$ cat src/rtl/switch_op_decoder_if.sv
// Operator bus between the switch decoder and the calculator core.
// Carries the display mirror, the operator index and its valid/ack handshake.
interface switch_op_decoder_if #(
    parameter int NUM_SW = 8,
    parameter int IDX_W  = 4
);
    logic              i_ack;
    logic [NUM_SW-1:0] o_led;
    logic [7:0]        reg_lcd;
    logic [IDX_W-1:0]  o_op_idx;
    logic              o_op_valid;
    logic              o_err;

    // Decoder side: drives the operator and display, receives the ack
    modport master (
        input  i_ack,
        output o_led, reg_lcd, o_op_idx, o_op_valid, o_err
    );

    // Core side: consumes the operator and returns the ack
    modport slave (
        output i_ack,
        input  o_led, reg_lcd, o_op_idx, o_op_valid, o_err
    );
endinterface

$ cat src/rtl/switch_op_decoder.sv
// DIP-switch operator selector: synchronises and debounces the switch bank,
// classifies the accepted pattern and presents the selected operator to the
// core through a valid/ack handshake, with LED and LCD glyph mirrors.
module switch_op_decoder #(
    parameter int NUM_SW     = 8,
    parameter int DEB_CYCLES = 16,
    parameter int STICKY     = 0,
    parameter int IDX_W      = 4
) (
    input  logic                 clk,
    input  logic                 rst,
    input  logic [NUM_SW-1:0]    i_sw_dip,
    switch_op_decoder_if.master  bus
);

    typedef enum logic [1:0] {IDLE, PEND, HELD, ERR} state_t;

    localparam logic [15:0] DEB_MAX  = 16'(DEB_CYCLES);
    localparam logic [15:0] DEB_LAST = 16'(DEB_CYCLES - 1);
    localparam logic [7:0]  LCD_BLANK = 8'h20;
    localparam logic [7:0]  LCD_ERR   = 8'h3F;

    logic [NUM_SW-1:0] sync1_q, sync2_q;
    logic [NUM_SW-1:0] cand_q, cand_d;
    logic [NUM_SW-1:0] stable_q, stable_d;
    logic [15:0]       cnt_q, cnt_d;

    logic [4:0]        ones;
    logic [IDX_W-1:0]  hot_idx;

    state_t            state_q, state_d;
    logic [NUM_SW-1:0] led_q, led_d;
    logic [7:0]        lcd_q, lcd_d;
    logic [IDX_W-1:0]  idx_q, idx_d;
    logic              valid_q, valid_d;
    logic              err_q, err_d;

    // LCD character for operator index k; indices past the symbol set show digits
    function automatic logic [7:0] glyph(input logic [IDX_W-1:0] k);
        logic [7:0] kk;
        kk = 8'(k);
        case (kk)
            8'd0:    glyph = 8'h2B;
            8'd1:    glyph = 8'h2D;
            8'd2:    glyph = 8'hD7;
            8'd3:    glyph = 8'h2F;
            8'd4:    glyph = 8'hF7;
            8'd5:    glyph = 8'h5E;
            8'd6:    glyph = 8'h21;
            8'd7:    glyph = 8'h3D;
            default: glyph = 8'h30 + (kk - 8'd8);
        endcase
    endfunction

    // Debounce: a candidate must hold for DEB_CYCLES cycles before it becomes stable
    always_comb begin
        cand_d   = cand_q;
        cnt_d    = cnt_q;
        stable_d = stable_q;
        if (sync2_q != cand_q) begin
            cand_d = sync2_q;
            cnt_d  = '0;
        end else begin
            if (cnt_q != DEB_MAX) cnt_d = cnt_q + 16'd1;
            if (cnt_q == DEB_LAST) stable_d = cand_q;
        end
    end

    // Synchroniser and debounce state
    always_ff @(posedge clk or negedge rst) begin
        if (!rst) begin
            sync1_q  <= '0;
            sync2_q  <= '0;
            cand_q   <= '0;
            stable_q <= '0;
            cnt_q    <= '0;
        end else begin
            sync1_q  <= i_sw_dip;
            sync2_q  <= sync1_q;
            cand_q   <= cand_d;
            stable_q <= stable_d;
            cnt_q    <= cnt_d;
        end
    end

    // Count set bits of the stable pattern and locate the operator index of the set bit
    always_comb begin
        ones    = '0;
        hot_idx = '0;
        for (int b = 0; b < NUM_SW; b++) begin
            if (stable_q[b]) begin
                ones    = ones + 5'd1;
                hot_idx = IDX_W'(NUM_SW - 1 - b);
            end
        end
    end

    // Operator FSM next state and next registered outputs
    always_comb begin
        state_d = state_q;
        led_d   = led_q;
        lcd_d   = lcd_q;
        idx_d   = idx_q;
        valid_d = valid_q;
        err_d   = err_q;
        if (ones >= 5'd2) begin
            state_d = ERR;
            err_d   = 1'b1;
            valid_d = 1'b0;
            led_d   = '0;
            lcd_d   = LCD_ERR;
        end else if (ones == 5'd1) begin
            if (hot_idx != idx_q || !(state_q == PEND || state_q == HELD)) begin
                state_d = PEND;
                valid_d = 1'b1;
                err_d   = 1'b0;
                idx_d   = hot_idx;
                led_d   = stable_q;
                lcd_d   = glyph(hot_idx);
            end else if (state_q == PEND && bus.i_ack) begin
                state_d = HELD;
                valid_d = 1'b0;
            end
        end else begin
            if (STICKY == 0 || state_q == ERR) begin
                state_d = IDLE;
                led_d   = '0;
                lcd_d   = LCD_BLANK;
                idx_d   = '0;
                valid_d = 1'b0;
                err_d   = 1'b0;
            end else if (state_q == PEND && bus.i_ack) begin
                state_d = HELD;
                valid_d = 1'b0;
            end
        end
    end

    // Operator FSM state and registered outputs
    always_ff @(posedge clk or negedge rst) begin
        if (!rst) begin
            state_q <= IDLE;
            led_q   <= '0;
            lcd_q   <= LCD_BLANK;
            idx_q   <= '0;
            valid_q <= 1'b0;
            err_q   <= 1'b0;
        end else begin
            state_q <= state_d;
            led_q   <= led_d;
            lcd_q   <= lcd_d;
            idx_q   <= idx_d;
            valid_q <= valid_d;
            err_q   <= err_d;
        end
    end

    assign bus.o_led      = led_q;
    assign bus.reg_lcd    = lcd_q;
    assign bus.o_op_idx   = idx_q;
    assign bus.o_op_valid = valid_q;
    assign bus.o_err      = err_q;

endmodule

$ cat src/flat_wrapper.sv
// flat-port wrapper written by rule: the top's interface ports become plain ports
module switch_op_decoder_flat 
#(
    parameter int NUM_SW     = 8,
    parameter int DEB_CYCLES = 16,
    parameter int STICKY     = 0,
    parameter int IDX_W      = 4
)
  (clk, rst, i_sw_dip, bus_i_ack, bus_o_led, bus_reg_lcd, bus_o_op_idx, bus_o_op_valid, bus_o_err);
  switch_op_decoder_if #(.NUM_SW(NUM_SW), .IDX_W(IDX_W)) bus_i ();
  input  logic clk;
  input  logic rst;
  input  logic [NUM_SW-1:0] i_sw_dip;
  input wire logic [$bits(bus_i.i_ack)-1:0] bus_i_ack;
  output wire logic [$bits(bus_i.o_led)-1:0] bus_o_led;
  output wire logic [$bits(bus_i.reg_lcd)-1:0] bus_reg_lcd;
  output wire logic [$bits(bus_i.o_op_idx)-1:0] bus_o_op_idx;
  output wire logic [$bits(bus_i.o_op_valid)-1:0] bus_o_op_valid;
  output wire logic [$bits(bus_i.o_err)-1:0] bus_o_err;
  assign bus_i.i_ack = bus_i_ack;
  assign bus_o_led = bus_i.o_led;
  assign bus_reg_lcd = bus_i.reg_lcd;
  assign bus_o_op_idx = bus_i.o_op_idx;
  assign bus_o_op_valid = bus_i.o_op_valid;
  assign bus_o_err = bus_i.o_err;
  switch_op_decoder #(.NUM_SW(NUM_SW), .DEB_CYCLES(DEB_CYCLES), .STICKY(STICKY), .IDX_W(IDX_W)) u_core (.clk(clk), .rst(rst), .i_sw_dip(i_sw_dip), .bus(bus_i));
endmodule
$ cat config.mk
export PLATFORM = sky130hd
export DESIGN_NAME = switch_op_decoder_flat
export DESIGN_NICKNAME = d
export VERILOG_FILES = /design/src/rtl/switch_op_decoder_if.sv /design/src/rtl/switch_op_decoder.sv /design/src/flat_wrapper.sv
export SDC_FILE = /design/constraint.sdc
export NUM_CORES = 1
export LEC_CHECK = 0
export CAP_MARGIN = 30
export CORE_ASPECT_RATIO = 0.9
export CORE_MARGIN = 2
export CORE_UTILIZATION = 49
export DETAILED_ROUTE_END_ITERATION = 7
export GPL_ROUTABILITY_DRIVEN = 0
export PLACE_DENSITY = 0.77
export REMOVE_ABC_BUFFERS = 1
export SLEW_MARGIN = 40
export SYNTH_ARGS = -nofsm -noshare
export SYNTH_HDL_FRONTEND = slang
export SYNTH_SLANG_ARGS = --single-unit
export TNS_END_PERCENT = 30
$ cat constraint.sdc
create_clock -name clk -period 4 [get_ports clk]
set_input_delay 0.4 -clock clk [delete_from_list [all_inputs] [get_ports clk]]
set_output_delay 0.4 -clock clk [all_outputs]
set_load 0.02 [all_outputs]
==> results of run 1 <==
[sequential cells by signal, summed over array words and instances, names as in the netlist]
signal	flops
u_core.bus.o_err	1
u_core.bus.o_led	8
u_core.bus.o_op_idx	3
u_core.bus.o_op_valid	1
u_core.bus.reg_lcd	8
u_core.cand_q	8
u_core.cnt_q	16
u_core.stable_q	8
u_core.state_q	2
u_core.sync1_q	8
u_core.sync2_q	8
[metrics by stage]
| step | TNS [ns] | util [%] | worst slack, ns |
|---|---|---|---|
| final | -1.75 | 64.5 | -0.102 |
| after global routing | -6.62 | 64.5 | -0.356 |
| after CTS | -2.16 | 63.1 | -0.125 |
| after detailed placement | -10.89 | 58.3 | -0.540 |
| after global placement | -8.18 | 58.3 | -0.403 |
| after floorplan | -8.15 | - | -0.494 |
[kinds of logic (layout without fill, tap and decap cells)]
group,after synthesis,after routing
xor+xnor,39,39
fa+ha+maj,11,11
flops,71,71
buf+inv,36,96
simple gates,124,124
compound gates,52,52
other cells,1,1
mux,17,17
[critical path: stages (launching register included)]
cell	delay, ns
dfrtp_1	0.39
inv_2	0.09
ha_4	0.22
xor2_4	0.18
ha_4	0.23
mux2_4	0.27
ha_4	0.22
nand2_2	0.06
nand2_2	0.06
or2_4	0.24
ha_4	0.28
nor2b_4	0.04
nor2_2	0.08
ha_2	0.18
nand2_2	0.06
buf_6	0.14
or3_1	0.33
mux2i_1	0.17
a211oi_2	0.06
o21bai_1	0.18
mux2i_1	0.13
nand2_2	0.14
buf_6	0.16
nor2_1	0.05
[where the power goes]
group / leakage [nW] / internal (W) / switching (W)
combinational: 0.947 / 0.0000127 / 0.0000180
sequential: 0.933 / 0.000729 / 0.00000684
clock: 0.103 / 0.000300 / 0.000298
[layout make-up]
cell class / count / area, sq um
inverter: 15 / 58.8
clock inverter: 7 / 83.8
multi-input combinational: 244 / 1850
fill: 554 / 2520
tap: 93 / 116
sequential: 71 / 1780
timing repair buffer: 65 / 578
clock buffer: 9 / 124
[final timing paths]
path                               startpoint                     to  slack [ns]  depth (start not counted)
max                        u_core.stable_q[0]  u_core.bus.reg_lcd[6]       -0.10                         23
min                                       rst    u_core.bus.o_led[0]      -0.007                          1
max reg2reg                u_core.stable_q[0]  u_core.bus.reg_lcd[6]       -0.10                         23
min reg2reg                 u_core.sync1_q[4]      u_core.sync2_q[4]        0.35                          0
max in group asynchronous                 rst        u_core.cnt_q[5]        3.19                          2
min in group clk            u_core.sync1_q[4]      u_core.sync2_q[4]        0.35                          0
[cell usage in the layout (no fill, tap or decap), types with 3 or more instances in the layout]
cell type / Yosys / final
nor4_1: 5 / 5
xnor2_1: 12 / 12
clkbuf_8: 0 / 9
nor2_1: 47 / 45
mux2_2: 6 / 5
clkdlybuf4s50_1: 0 / 30
mux2i_1: 9 / 9
o21ai_0: 13 / 6
nand4_1: 4 / 4
xor2_1: 21 / 19
xnor3_1: 3 / 3
dfrtp_1: 70 / 70
o22ai_1: 3 / 3
buf_4: 3 / 31
ha_1: 11 / 5
o21ai_1: 0 / 7
o21bai_1: 3 / 3
ha_4: 0 / 5
nand2b_1: 8 / 7
nor3_1: 3 / 3
inv_6: 0 / 3
nand2_2: 0 / 5
buf_6: 1 / 4
inv_1: 15 / 12
nand2_1: 29 / 23
nand3_1: 10 / 9
a21oi_1: 17 / 17
[metal layers]
| metal | up-vias | part of all wire, % | global-route usage (%) |
|---|---|---|---|
| met5 | - | 0 | 0 |
| met4 | 0 | 1.4 | 6.46 |
| met3 | 16 | 5.1 | 5.80 |
| met2 | 66 | 50 | 32.4 |
| met1 | 1308 | 43 | 24.8 |
| li1 | 1295 | - | - |
[repair_timing]
item | 4_1_cts | 5_1_grt
setup buffers | 4 | 3
pin swaps | 10 | 7
gates cloned | 0 | 0
gates resized for setup | 31 | 13
setup endpoints to repair | 23 | 23
==> impl_results.md, run 1 <==
- Status: complete, but fails checks
- Failing checks: negative hold slack, negative setup slack
- Yosys top cell area share: 48.4%
- Final setup viols: 22
- Slew headroom: between 60% and 70%
- Layout area overhead: 26.7%
- Hold_buf cts: 0
- Worst skew pair latency: ~0.34 ns
- Final min period: ~4.1 ns
- Mux contribution to synthesized area: 5.39%
- Design area: approximately 4600 sq um
- Synth Cell Area: approximately 3600 sq um
- Area post-placement: 4140 sq um
- Max-slew violation count: 0
- EDFF count, synth: 0
- Final period util: 103%
- Fraction of layout cells with a size suffix above 1: a little under a quarter
- TritonCTS Buffers: 9
- Vias per std cell: 5.33
- Clk sink count: slightly above 70
- Synth cell count leaders: 70 x dfrtp_1, 47 x nor2_1, 29 x nand2_1
- Via count: around 2,700
- Critical path arrival: ~4.3 ns
- First-pass GRT wire length: about 12,000 um
- Synth warnings: 0
- Die Y: 85.6 um
- Row cnt: 29
- Worst hold slack: -0.00675 ns
- Worst Skew: about 0.0086 ns
- Finished Layout Cells: 504
- Critical path class: reg -> reg
- Mean post-synth cell area: approximately 10 sq um
- FMAX: between 0.2 and 0.25 GHz
- WL final: 7390 um
- N_diodes: 0
- HP Class: in -> async
- Starting Density: between 50% and 60%
- Die X: ~95 um
- Final #Nets: about 430
- Placed cells: 481
- Netlist cell types: 56
- Full die area: between 8000 and 9000 sq um
- Initial DRC count: 96
- PwrDens: roughly 300 nW/um^2
- Main area contributors after synthesis: dfrtp_1 48%, xor2_1 5.1%, nor2_1 4.9%
- Most numerous cell in the Yosys netlist: dfrtp_1
- Total grt overflow: 0
- Slew @ Worst Pin: ~0.57 ns
- Post-synthesis sequential area ratio: about half
- Yosys reg bits: 71
- Wirelength per Cell: 14.7 um
- Largest family of logic cells by synthesized area: simple AND/OR/NAND/NOR gates
- DP Wirelength: just under 5000 um
- Depth of the CTS H-tree: 3
- Top_reg_cell synth: dfrtp_1
- Clock slew at reported path FFs: ~0.09 ns
- Lkg Pwr: roughly 2 nW
- Core area: about 7100 sq um
- Max-Cap Viols: 0
- Synthesized-area fraction occupied by adder cells: under 10%
- Crit path max fanout: 8
- # DRC: 0
- Port-buffer cells: 31
- CTS tree: yes
- Gate Count Post-Synth: ~350
- Vias in the first global route: between 2,000 and 3,000
- Xor/xnor cell area share of the yosys netlist: about an eighth
- Compound-Gate Fraction of Synth Area: a little under a tenth
- Total power: ~0.0014 W
- Worst setup margin: -0.102 ns
- Area fraction in and, or, nand and nor cells after synthesis: approximately 16%
- Longest Clk Path Bufs: 2
- Largest net degree at the start of global routing: 37
- Worst-case vdd ir drop: 234 uV
- Async set-or-reset flop fraction in the synthesized netlist: between 90% and 100%
- Root buffer cell: clkbuf_8
- CP Launch Type: flop
- Required time of the critical path: about 4.2 ns
- Endpoints failing hold: 3
- Total GRT Usage: roughly a fifth
- Kind of end point of the critical path: flop
- RSZ-0062 raised after global routing: true
- # IOs: 33
- Synth area leader: dfrtp_1
- Antenna viol nets, final: 0
- Initial antenna violation count: 0
- Drt pass-1 iters: 4
Power figures use the tool's default switching activity.
==> run 2: changes to the inputs <==
--- a/config.mk
+++ b/config.mk
@@ -8,11 +8,12 @@
 export CAP_MARGIN = 30
 export CORE_ASPECT_RATIO = 0.9
 export CORE_MARGIN = 2
-export CORE_UTILIZATION = 49
+export CORE_UTILIZATION = 25
 export DETAILED_ROUTE_END_ITERATION = 7
 export GPL_ROUTABILITY_DRIVEN = 0
-export PLACE_DENSITY = 0.77
+export PLACE_DENSITY = 0.48
 export REMOVE_ABC_BUFFERS = 1
+export SKIP_LAST_GASP = 1
 export SLEW_MARGIN = 40
 export SYNTH_ARGS = -nofsm -noshare
 export SYNTH_HDL_FRONTEND = slang
==> impl_results.md, run 2 (same netlist as run 1, synthesis figures left out) <==
- Full die area: approximately 15,000 sq um
- FMAX: 0.240 GHz
- Commonest non-fill, non-tap cell in the layout: dfrtp_1
- Final period util: 104%
- Core area: ~14,000 sq um
- CP Capture Point: u_core.bus.o_op_idx[1]
- HP Class: in -> async
- CP Launch Type: flop
- Port-buffer cells: 31
- Worst Reg-to-Reg Cells: 20
- Routing usage on met1: 16.1%
- TritonCTS Buffers: 9
- Total GRT Usage: between 10% and 20%
- Critical path arrival: ~4.4 ns
- Slew headroom: between 50% and 60%
- Final min period: around 4.2 ns
- FILL cells: approximately 1,400
- Area post-placement: approximately 4300 sq um
- CP Launch Point: u_core.stable_q[1]
- Kind of end point of the critical path: flop
- Initial DRC count: between 100 and 150
- RR Startpoint: u_core.stable_q[1]
- Critical path class: reg -> reg
- Root buffer cell: clkbuf_16
- Initial antenna violation count: 0
- Max-slew violation count: 0
- Worst setup margin: -0.163 ns
- First-pass GRT wire length: 13,800 um
- Clock slew at reported path FFs: roughly 0.060 ns
- Die Y: 118 um
- Slew @ Worst Pin: 0.645 ns
- GRT busiest layer: met2
- GR Util met3: roughly 2.6%
- # IOs: 33
- Longest Clk Path Bufs: 2
- Endpoints failing hold: 0
- Design area: between 4000 and 5000 sq um
- N_diodes: 0
- Status: complete, but fails checks
- DP Wirelength: around 5700 um
- Worst-case vdd ir drop: about 190 uV
- Final setup viols: 23
- Hold_buf cts: 0
- Row cnt: ~40
- Lkg Pwr: 2.05 nW
- M2 GR Usage: between 10% and 20%
- WL final: 8330 um
- CTS tree: yes
- Max FFs per register: 16
- Vias in the first global route: approximately 2,700
- # DRC: 0
- Most flops, register: u_core.cnt_q
- Total grt overflow: 0
- PwrDens: 344 nW/um^2
- Layout area overhead: 33.4%
- Vias per std cell: between 4 and 5
- Most frequent cells in the layout: 70 x dfrtp_1, 43 x nor2_1, 31 x buf_4, 30 x clkdlybuf4s50_1, 24 x nand2_1
- Area of the multi-input gates: around 1900 sq um
- Clk sink count: slightly above 70
- Largest net degree at the start of global routing: 53
- Drt pass-1 iters: 4
- Wirelength per Cell: around 14 um
- Antenna viol nets, final: 0
- FF/Latch Area: between 1500 and 2000 sq um
- Via count: around 2,700
- Die X: 131 um
- Max-Cap Viols: 0
- Crit path max fanout: 4
- Fin util: roughly a third
- Depth of the CTS H-tree: 3
- Required time of the critical path: 4.20 ns
- Worst R2R End: u_core.bus.o_op_idx[1]
- RSZ-0062 raised after global routing: true
- Worst skew pair latency: ~0.34 ns
- Worst Skew: between 0.007 and 0.008 ns
- Final #Nets: 428
- Fraction of layout cells with a size suffix above 1: a little under a quarter
- Failing checks: negative setup slack
- Starting Density: 25.7%
- Worst R2R Setup Slack: -0.16 ns
run 2: changes by cell type in the layout (fill, tap and decap cells not counted), sizes merged:
cell,before,now
bufinv,1,2
inv,19,16
clkinvlp,1,0
clkinv,1,3
clkbuf,9,10
run 2: worst max-delay path, stage by stage, from the launching register on:
cell and delay [ns]:
dfrtp_1 0.38, inv_2 0.08, ha_4 0.22, xor2_4 0.19
ha_4 0.23, mux2_4 0.28, ha_4 0.25, nand2_2 0.06
nand2_2 0.06, or2_4 0.26, ha_4 0.28, nor2b_4 0.04
nor2_2 0.09, ha_2 0.19, nand2_2 0.07, xnor3_2 0.26
o2111a_1 0.20, or2b_1 0.25, mux2_4 0.31, nor3_4 0.23
o32ai_2 0.09
run 2: area by class of cell:
cell class,count,area share [%]
Tap cell,193,5.00
Inverter,15,1.22
Timing Repair Buffer,65,11.8
Clock buffer,10,4.95
Multi-Input combinational cell,244,38.3
Clock inverter,6,1.89
Sequential cell,71,36.8
run 2: how the worst min path moves through the flow:
stage	startpoint	endpoint	slack, ns	cells after the start
floorplan	rst	u_core.bus.o_err	0.10	0
global placement	u_core.sync1_q[3]	u_core.sync2_q[3]	0.34	0
detailed placement	u_core.sync1_q[2]	u_core.sync2_q[2]	0.34	0
CTS	rst	u_core.bus.reg_lcd[3]	0.02	1
global route	rst	u_core.bus.o_led[2]	0.05	1
finish	rst	u_core.bus.o_led[2]	0.008	1
run 2: report_power, final:
| group | internal, W | total [W] | switching (W) |
|---|---|---|---|
| Combinational | 0.0000123 | 0.0000311 | 0.0000187 |
| Sequential | 0.000731 | 0.000738 | 0.00000719 |
| Clock | 0.000566 | 0.000894 | 0.000327 |
run 2: timing repair:
action / in CTS / in global routing
cloned: 0 / 0
buffers inserted: 5 / 3
pin swaps: 9 / 17
gates resized for setup: 24 / 20
setup endpoints to repair: 23 / 23
run 2: through the flow:
| stage | worst slack, ns | hold slack [ns] | total power [W] | cells | setup TNS [ns] |
|---|---|---|---|---|---|
| floorplan | -0.494 | 0.104 | 0.000756 | 330 | -8.15 |
| global placement | -0.437 | 0.336 | 0.000784 | 580 | -9.01 |
| detailed placement | -0.553 | 0.339 | 0.000784 | 580 | -10.54 |
| CTS | -0.177 | 0.0247 | 0.00169 | 601 | -3.43 |
| global route | -0.346 | 0.0458 | 0.00172 | 604 | -7.35 |
| finish | -0.163 | 0.00789 | 0.00166 | 604 | -3.05 |
run 2: layer usage:
layer / part of all wire, % / vias to the layer above
met1: 50 / 1307
met5: 0 / -
met2: 46 / 43
met3: 2.5 / 10
li1: - / 1294
met4: 1.3 / 0
